[config.mk]
export PLATFORM = sky130hd
export DESIGN_NAME = mem_port_arb
export DESIGN_NICKNAME = d
export VERILOG_FILES = /design/src/rtl/mem_port_arb_pkg.sv /design/src/rtl/mem_port_arb_rsp_track.sv /design/src/rtl/mem_port_arb.sv
export SDC_FILE = /design/constraint.sdc
export NUM_CORES = 1
export LEC_CHECK = 0
export ABC_AREA = 1
export CAP_MARGIN = 20
export CELL_PAD_IN_SITES_DETAIL_PLACEMENT = 0
export CELL_PAD_IN_SITES_GLOBAL_PLACEMENT = 1
export CORE_AREA = 5 5 103 105
export CTS_CLUSTER_DIAMETER = 150
export DETAILED_ROUTE_END_ITERATION = 7
export DIE_AREA = 0 0 108 110
export DONT_BUFFER_PORTS = 1
export GPL_TIMING_DRIVEN = 0
export PLACE_DENSITY = 0.46
export RECOVER_POWER = 50
export SLEW_MARGIN = 20
export SYNTH_ARGS = -nofsm -noshare
export SYNTH_HDL_FRONTEND = slang
export SYNTH_SLANG_ARGS = --single-unit
[constraint.sdc]
create_clock -name clk -period 1.54 [get_ports clk]
set_clock_uncertainty 0.1 [all_clocks]
set_input_delay 0.308 -clock clk [delete_from_list [all_inputs] [get_ports clk]]
set_output_delay 0.308 -clock clk [all_outputs]
set_load 0.02 [all_outputs]
[src/rtl/mem_port_arb_pkg.sv]
// -----------------------------------------------------------------------------
// mem_port_arb_pkg
//   Shared definitions for the IF/EX memory port arbiter.
//   - owner_e           : which requester owns the read data returning next cycle
//   - MEM_ARB_STREAK_W  : width of the EX-streak counter (limit may be 1..15)
// -----------------------------------------------------------------------------
package mem_port_arb_pkg;

  typedef enum logic [1:0] {
    OWN_NONE = 2'b00,
    OWN_IF   = 2'b01,
    OWN_EX   = 2'b10
  } owner_e;

  localparam int MEM_ARB_STREAK_W = 4;

endpackage : mem_port_arb_pkg

[src/rtl/mem_port_arb_rsp_track.sv]
// -----------------------------------------------------------------------------
// mem_arb_rsp_track
//   Remembers who was granted a read in the previous cycle and steers the
//   one-cycle-latency memory read data to that owner.
//
//   Ports
//     clk, rst        clock, synchronous active-high reset
//     if_gnt_i        IF granted this cycle (always a read)
//     ex_rd_gnt_i     EX granted this cycle with a load (stores return nothing)
//     mem_rdata_i     memory read data for the previous cycle's read
//     if_rvalid_o     IF read data valid
//     if_rdata_o      IF read data (0 when not valid)
//     ex_rvalid_o     EX load data valid
//     ex_rdata_o      EX load data (0 when not valid)
// -----------------------------------------------------------------------------
module mem_arb_rsp_track
  import mem_port_arb_pkg::*;
#(
  parameter int DATA_W = 32
) (
  input  logic              clk,
  input  logic              rst,
  input  logic              if_gnt_i,
  input  logic              ex_rd_gnt_i,
  input  logic [DATA_W-1:0] mem_rdata_i,
  output logic              if_rvalid_o,
  output logic [DATA_W-1:0] if_rdata_o,
  output logic              ex_rvalid_o,
  output logic [DATA_W-1:0] ex_rdata_o
);

  owner_e rsp_owner_q, rsp_owner_d;

  always_comb begin
    // NOTE: every signal written here gets a default first, so no path leaves
    // it unassigned and no latch is inferred.
    rsp_owner_d = OWN_NONE;
    if (if_gnt_i) begin
      rsp_owner_d = OWN_IF;
    end else if (ex_rd_gnt_i) begin
      rsp_owner_d = OWN_EX;
    end
  end

  // NOTE: sequential state uses non-blocking assignments only, so every flop
  // samples the pre-edge value of every other flop.
  always_ff @(posedge clk) begin
    if (rst) begin
      rsp_owner_q <= OWN_NONE;
    end else begin
      rsp_owner_q <= rsp_owner_d;
    end
  end

  // During reset the owner register still holds the pre-reset value for the
  // first cycle; gating with rst drops the read that was in flight when reset
  // rose, together with whatever the memory returns in that cycle.
  always_comb begin
    if_rvalid_o = ~rst & (rsp_owner_q == OWN_IF);
    ex_rvalid_o = ~rst & (rsp_owner_q == OWN_EX);
    if_rdata_o  = if_rvalid_o ? mem_rdata_i : '0;
    ex_rdata_o  = ex_rvalid_o ? mem_rdata_i : '0;
  end

endmodule : mem_arb_rsp_track

[src/rtl/mem_port_arb.sv]
// -----------------------------------------------------------------------------
// mem_port_arb
//   Shares one single-port synchronous memory between instruction fetch (IF)
//   and the execute-stage load/store port (EX). One grant per cycle, decided
//   combinationally. EX normally wins; after MAX_EX_STREAK consecutive EX
//   grants while IF was waiting, IF wins once. Read data (1-cycle latency) is
//   routed back to the owner of the read. hold_flag_o stalls the pipeline
//   whenever a requester is denied.
//
//   Parameters
//     ADDR_W, DATA_W   address / data width
//     MAX_EX_STREAK    EX grants allowed in a row while IF waits (1..15)
//
//   Ports
//     clk, rst                     clock, synchronous active-high reset
//     if_req_i/if_addr_i           fetch request (read only)
//     if_gnt_o                     fetch granted this cycle
//     if_rvalid_o/if_rdata_o       fetch read response
//     ex_req_i/ex_we_i/ex_addr_i/
//     ex_wdata_i/ex_wmask_i        load/store request
//     ex_gnt_o                     EX granted this cycle
//     ex_rvalid_o/ex_rdata_o       load response
//     mem_req_o/mem_we_o/
//     mem_addr_o/mem_wdata_o/
//     mem_wmask_o                  memory strobe and command (all 0 when idle)
//     mem_rdata_i                  memory read data, one cycle after the strobe
//     hold_flag_o                  stall request toward ctrl
// -----------------------------------------------------------------------------
module mem_port_arb
  import mem_port_arb_pkg::*;
#(
  parameter int ADDR_W        = 32,
  parameter int DATA_W        = 32,
  parameter int MAX_EX_STREAK = 4
) (
  input  logic                clk,
  input  logic                rst,

  input  logic                if_req_i,
  input  logic [ADDR_W-1:0]   if_addr_i,
  output logic                if_gnt_o,
  output logic                if_rvalid_o,
  output logic [DATA_W-1:0]   if_rdata_o,

  input  logic                ex_req_i,
  input  logic                ex_we_i,
  input  logic [ADDR_W-1:0]   ex_addr_i,
  input  logic [DATA_W-1:0]   ex_wdata_i,
  input  logic [DATA_W/8-1:0] ex_wmask_i,
  output logic                ex_gnt_o,
  output logic                ex_rvalid_o,
  output logic [DATA_W-1:0]   ex_rdata_o,

  output logic                mem_req_o,
  output logic                mem_we_o,
  output logic [ADDR_W-1:0]   mem_addr_o,
  output logic [DATA_W-1:0]   mem_wdata_o,
  output logic [DATA_W/8-1:0] mem_wmask_o,
  input  logic [DATA_W-1:0]   mem_rdata_i,

  output logic                hold_flag_o
);

  localparam logic [MEM_ARB_STREAK_W-1:0] STREAK_MAX =
    MEM_ARB_STREAK_W'(MAX_EX_STREAK);

  // Consecutive EX grants taken while IF was also requesting.
  logic [MEM_ARB_STREAK_W-1:0] streak_q, streak_d;
  logic                        ex_rd_gnt;

  // ---------------------------------------------------------------------------
  // Grant selection: EX has priority until it has starved IF for STREAK_MAX
  // cycles in a row. Nothing is granted while in reset.
  // ---------------------------------------------------------------------------
  always_comb begin
    if_gnt_o = 1'b0;
    ex_gnt_o = 1'b0;
    if (!rst) begin
      if (if_req_i && ex_req_i) begin
        if (streak_q == STREAK_MAX) begin
          if_gnt_o = 1'b1;
        end else begin
          ex_gnt_o = 1'b1;
        end
      end else if (ex_req_i) begin
        ex_gnt_o = 1'b1;
      end else if (if_req_i) begin
        if_gnt_o = 1'b1;
      end
    end
  end

  // ---------------------------------------------------------------------------
  // Streak counter: counts only while IF is actually waiting, so an idle IF or
  // an IF grant restarts the window. Saturates at the limit.
  // ---------------------------------------------------------------------------
  always_comb begin
    streak_d = streak_q;
    if (if_gnt_o || !if_req_i) begin
      streak_d = '0;
    end else if (ex_gnt_o && (streak_q != STREAK_MAX)) begin
      streak_d = streak_q + 1'b1;
    end
  end

  always_ff @(posedge clk) begin
    if (rst) begin
      streak_q <= '0;
    end else begin
      streak_q <= streak_d;
    end
  end

  // ---------------------------------------------------------------------------
  // Memory port: command comes from the granted requester; everything is
  // driven to 0 when there is no grant so the macro sees a quiet bus.
  // IF only reads, so it supplies no write data or byte mask.
  // ---------------------------------------------------------------------------
  always_comb begin
    mem_req_o   = 1'b0;
    mem_we_o    = 1'b0;
    mem_addr_o  = '0;
    mem_wdata_o = '0;
    mem_wmask_o = '0;
    if (ex_gnt_o) begin
      mem_req_o   = 1'b1;
      mem_we_o    = ex_we_i;
      mem_addr_o  = ex_addr_i;
      mem_wdata_o = ex_wdata_i;
      mem_wmask_o = ex_wmask_i;
    end else if (if_gnt_o) begin
      mem_req_o  = 1'b1;
      mem_addr_o = if_addr_i;
    end
  end

  // Any requester left waiting stalls the pipeline; stores blocked by the
  // streak limit are covered by the same term.
  assign hold_flag_o = ~rst & ((if_req_i & ~if_gnt_o) | (ex_req_i & ~ex_gnt_o));

  // Stores complete at grant and have no response.
  assign ex_rd_gnt = ex_gnt_o & ~ex_we_i;

  mem_arb_rsp_track #(
    .DATA_W (DATA_W)
  ) u_rsp_track (
    .clk         (clk),
    .rst         (rst),
    .if_gnt_i    (if_gnt_o),
    .ex_rd_gnt_i (ex_rd_gnt),
    .mem_rdata_i (mem_rdata_i),
    .if_rvalid_o (if_rvalid_o),
    .if_rdata_o  (if_rdata_o),
    .ex_rvalid_o (ex_rvalid_o),
    .ex_rdata_o  (ex_rdata_o)
  );

endmodule : mem_port_arb

# Word-level counts from Yosys, hierarchy flattened

Cells that the tools add are included.

Input bits: 137
Bits in registers: 6
Memory bits (read-only): 0
Bits in latches: 0
Bits in writable memories: 0
Logic and storage cells: 45
Memories: 0
Output and inout port bits: 139

Equality and inequality tests: 4
Muxes and demuxes: 20
Reduce and logical (&&, ||, !) cells: 6
Shift-type cells: 0
Bitwise logic cells: 11
Order comparisons: 0
Div/mod/pow operators: 0
Add/sub/neg operators: 1
Multiply operators: 0

Operators with widths:

| cell                | count |
|---|---|
| $mux 32             | 5 |
| $mux 1              | 13 |
| $and 1x1->1         | 6 |
| $add 4x1->4 const B | 1 |
| $eq 4x3->1 const B  | 1 |
| $mux 4              | 1 |
| $ne 4x3->1 const B  | 1 |
| $not 1->1           | 4 |
| $reduce_or 2->1     | 2 |
| $eq 2x1->1 const B  | 1 |
| $eq 2x2->1 const B  | 1 |
| $logic_and 1x1->1   | 2 |
| $mux 2              | 1 |
| $logic_not 1->1     | 1 |
| $logic_or 1x1->1    | 1 |
| $or 1x1->1          | 1 |

# Depth between registers and ports, before layout

Word-level depth: 8
Mapped depth: 8

# By module

Synthesis repeated with hierarchy kept, for this count alone.

Cells, all modules: 340
Area total of the unflattened synthesis: 1610.3 um^2

By module, submodules not included:

| module            | seq. area each (um^2) | area an instance (um^2) | times used | cells an instance |
|---|---|---|---|---|
| mem_port_arb      | 80.1                  | 1072.3                  | 1          | 225 |
| mem_arb_rsp_track | 40.0                  | 538.0                   | 1          | 115 |

# Least setup slack after synthesis

OpenSTA, ideal clock, no wires.

Kind: flip-flop to output port
Start: register streak_q[0]
End: output port mem_wdata_o[22]
Data arrival time: 1.309 ns
Buffers on the path: 1
Path slack: -0.177 ns
Cell stages (with the launch flop): 9
Required time: 1.132 ns
Path through: dfxtp_1 inv_1 ha_1 nand3_2 inv_2 nand2_2 nand2_2 buf_4 nor2_1

Longest elaborated chain between the ends: 5

Ends and longest elaborated chain:

| item                   | RTL line            | source |
|---|---|---|
| start, declared        | mem_port_arb.sv:68  | `logic [MEM_ARB_STREAK_W-1:0] streak_q, streak_d;` |
| start signal, assigned | mem_port_arb.sv:110 | `streak_q <= streak_d;` |
| $eq 4x3->1             | mem_port_arb.sv:80  | `if (streak_q == STREAK_MAX) begin` |
| $mux 1                 | mem_port_arb.sv:80  |  |
| $mux 1                 | mem_port_arb.sv:79  | `if (if_req_i && ex_req_i) begin` |
| $mux 1                 | mem_port_arb.sv:78  | `if (!rst) begin` |
| $mux 32                | mem_port_arb.sv:125 | `if (ex_gnt_o) begin` |
| end, declared          | mem_port_arb.sv:57  | `output logic [DATA_W-1:0] mem_wdata_o,` |

Every way passes these cells.

# Final worst setup path

Start: register streak_q[0]
End: output port mem_addr_o[13]

Longest elaborated chain between the ends: 6
Elaborated cells on any way between the ends: 9
Classes of those cells: eq/ne: 1; mux: 8

Ends and longest elaborated chain:

| item           | RTL line            | source |
|---|---|---|
| $eq 4x3->1 (*) | mem_port_arb.sv:80  |  |
| $mux 1         | mem_port_arb.sv:80  |  |
| $mux 1         | mem_port_arb.sv:79  |  |
| $mux 1         | mem_port_arb.sv:78  |  |
| $mux 32        | mem_port_arb.sv:131 | `end else if (if_gnt_o) begin` |
| $mux 32 (*)    | mem_port_arb.sv:125 |  |
| end, declared  | mem_port_arb.sv:56  | `output logic [ADDR_W-1:0] mem_addr_o,` |

Every way passes the cells marked *; elsewhere a longest branch is shown, timed or not.

==> flow_metrics.env <==
export IMPL_grt_overflow_total=0
export IMPL_met3_usage_pct=2.10
export IMPL_yosys_warnings=0
export IMPL_final_util_pct=39.2
export IMPL_tightest_slew_ns=0.462
export IMPL_grt_util_met2_pct=27.1
export IMPL_syn_area_per_cell_sq_um=4.66
export IMPL_cp_required_ns=1.13
export IMPL_async_flop_share_pct=0
export IMPL_syn_to_final_growth_pct=136
export IMPL_dp_hpwl_mm=6.98
export IMPL_die_y_um=110
export IMPL_power_density_nw_per_um2=333
export IMPL_grt_util_met1_pct=15.5
export IMPL_worstSetupStartpointType="flop"
export IMPL_finalPower_mw=1.25
export IMPL_drcViolationCount=0
export IMPL_num_antenna_cells=0
export IMPL_core_sq_um=9550
export IMPL_postRouteAntennaNets=0
export IMPL_synth_edff_count=0
export IMPL_cts_tree="yes"
export IMPL_clkSinkCount=6
export IMPL_grtUsageTotal_pct=13.8
export IMPL_routed_wl_mm=9.46
export IMPL_min_from="ex_we_i"
export IMPL_p_leak_nw=1.46
export IMPL_violations="negative setup slack"
export IMPL_max_cap_viol_count=0
export IMPL_num_vias=2294
export IMPL_htree_levels=1
export IMPL_synth_seq_area_share_pct=7.58
export IMPL_slew_headroom_pct=69.2
export IMPL_clock_latency_ns=0.22
export IMPL_cts_buffers=3
export IMPL_start_util_pct=16.6
export IMPL_status="finished, violations left"
export IMPL_cts_root_buffer="clkbuf_8"
export IMPL_synth_top_area_share_pct=26.5
export IMPL_ir_drop_mv=0.192
export IMPL_hold_buffers=0
export IMPL_drt_pass1_iter_count=4
export IMPL_synth_most_common_cell="nor2_1"
export IMPL_ioPinCount=276
export IMPL_cts_buffer_depth=2
export IMPL_synthFlopType="dfxtp_1"
export IMPL_min_period_ns=1.84
export IMPL_final_area_sq_um=3740
export IMPL_syn_inst=340
export IMPL_crit_type="reg -> out"
export IMPL_crit_path_max_fanout=5
export IMPL_clk_pin_slew_ns=0.04
export IMPL_core_rowCount=36
export IMPL_yosysTopAreaCell="nor2_1"
export IMPL_timing_hold_ws_ns=0.0478
export IMPL_grt_max_degree=11
export IMPL_ys_types=15
export IMPL_hold_viol_final=0
export IMPL_r2r_start="streak_q[0]"
export IMPL_yosys_top_cells_count="nor2_1, inv_1, nand2_1"
export IMPL_fmax_mhz=542
export IMPL_wl_per_cell_um=19.0
export IMPL_grt_pass1_vias=2355
export IMPL_worstPathArrival_ns=1.44
export IMPL_placed_cell_area_sq_um=2190
export IMPL_timing_final_crit_share_pct=120
export IMPL_grt_pass1_wl_mm=13.1
export IMPL_rsz0062_at_grt="yes"
export IMPL_die_area_sq_um=11900
export IMPL_hp_class="in -> reg"
export IMPL_place_gp_congestion=0.695
export IMPL_die_w_um=108
export IMPL_ys_seq_elements=6
export IMPL_port_buffer_count=0
export IMPL_setup_violations=120
export IMPL_antenna_found_initial=0
export IMPL_endpoint_kind="output port"
export IMPL_viasPerCell=4.61
export IMPL_startpoint="streak_q[0]"
export IMPL_syn_area_sq_um=1590
export IMPL_setup_tns_final_ns=-24.11
export IMPL_finalMaxSlewViolations=0
export IMPL_drt_iter0_markers=116
export IMPL_syn_nets=479
export IMPL_grt_busiest_layer="met2"
export IMPL_synth_area_leaders="nor2_1, inv_1, nand4_1"
export IMPL_num_nets_final=506
export IMPL_worst_slack_ns=-0.304
export IMPL_drive_above_1_share_pct=63.6
## through the flow
step / std cells / setup WS [ns]
floorplan: 340 / 0.00361
global placement: 473 / -0.259
detailed placement: 473 / -0.262
CTS: 496 / -0.299
global route: 498 / -0.372
finish: 498 / -0.304
## cells by family (layout without fill, tap and decap cells)
| group | count (synthesis) | after routing | share of synthesized area, % |
|---|---|---|---|
| AOI/OAI and AO/OA | 1 | 1 | 0.315 |
| xor gates and xnor gates | 1 | 1 | 0.553 |
| and+or+nand+nor | 221 | 221 | 61.5 |
| adders and majority gates | 2 | 2 | 1.58 |
| DFF | 6 | 6 | 7.58 |
| buffers and inverters | 109 | 134 | 28.5 |
## metal layers
| metal | wire length (um) | part of all wire [%] |
|---|---|---|
| met1 | 3270 | 35 |
| met3 | 744 | 7.9 |
| met5 | 0 | 0 |
| met2 | 5390 | 57 |
| met4 | 57 | 0.60 |
## report_power, final
part | total [mW] | leakage [nW] | switching, mW | internal [mW]
sequential | 0.165 | 0.0505 | 0.00397 | 0.161
combinational | 0.850 | 1.38 | 0.590 | 0.260
clock | 0.233 | 0.0216 | 0.0652 | 0.168
total | 1.25 | 1.46 | 0.659 | 0.589
## registers in the layout (all words and copies together) (netlist names)
| name | cells |
|---|---|
| streak_q | 4 |
| u_rsp_track.rsp_owner_q | 2 |
## cells in the final DEF (no fill, tap or decap), types with 6 or more instances in the layout
cell type and instances:
nor2_4 102, nand2_4 31, buf_4 6, nand4_1 32, buf_1 6, inv_1 74, nor2_1 9, buf_8 7
buf_12 14, buf_6 10, nand3_4 28
## critical path, stage by stage (launching register included)
cell and delay (ns):
dfxtp_2 0.32, inv_2 0.06, ha_4 0.14, nand3_4 0.09, inv_4 0.10, nand2_8 0.07, buf_8 0.14, buf_8 0.14
nand3_4 0.08, nand2_4 0.07
## final timing paths
kind                                end  slack (ns)  depth (start not counted)
max                      mem_addr_o[13]       -0.30                          9
min          u_rsp_track.rsp_owner_q[1]        0.05                          1
max reg2reg  u_rsp_track.rsp_owner_q[1]        0.23                          8
min reg2reg                 streak_q[3]        0.41                          2
## area by class of cell
class,instances,area (sq um)
Timing Repair Buffer,24,353
Buffer,24,285
Clock buffer,3,41.3
Fill cell,978,5800
Multi-Input combinational cell,225,2440
Sequential cell,6,125
Tap cell,133,166
Inverter,83,329
## repair_timing
item | CTS | global route
setup buffers | 13 | 8
gates cloned | 7 | 1
pin swaps | 44 | 42
setup endpoints to repair | 138 | 137
resized for setup | 242 | 70
Power figures use the tool's default switching activity.
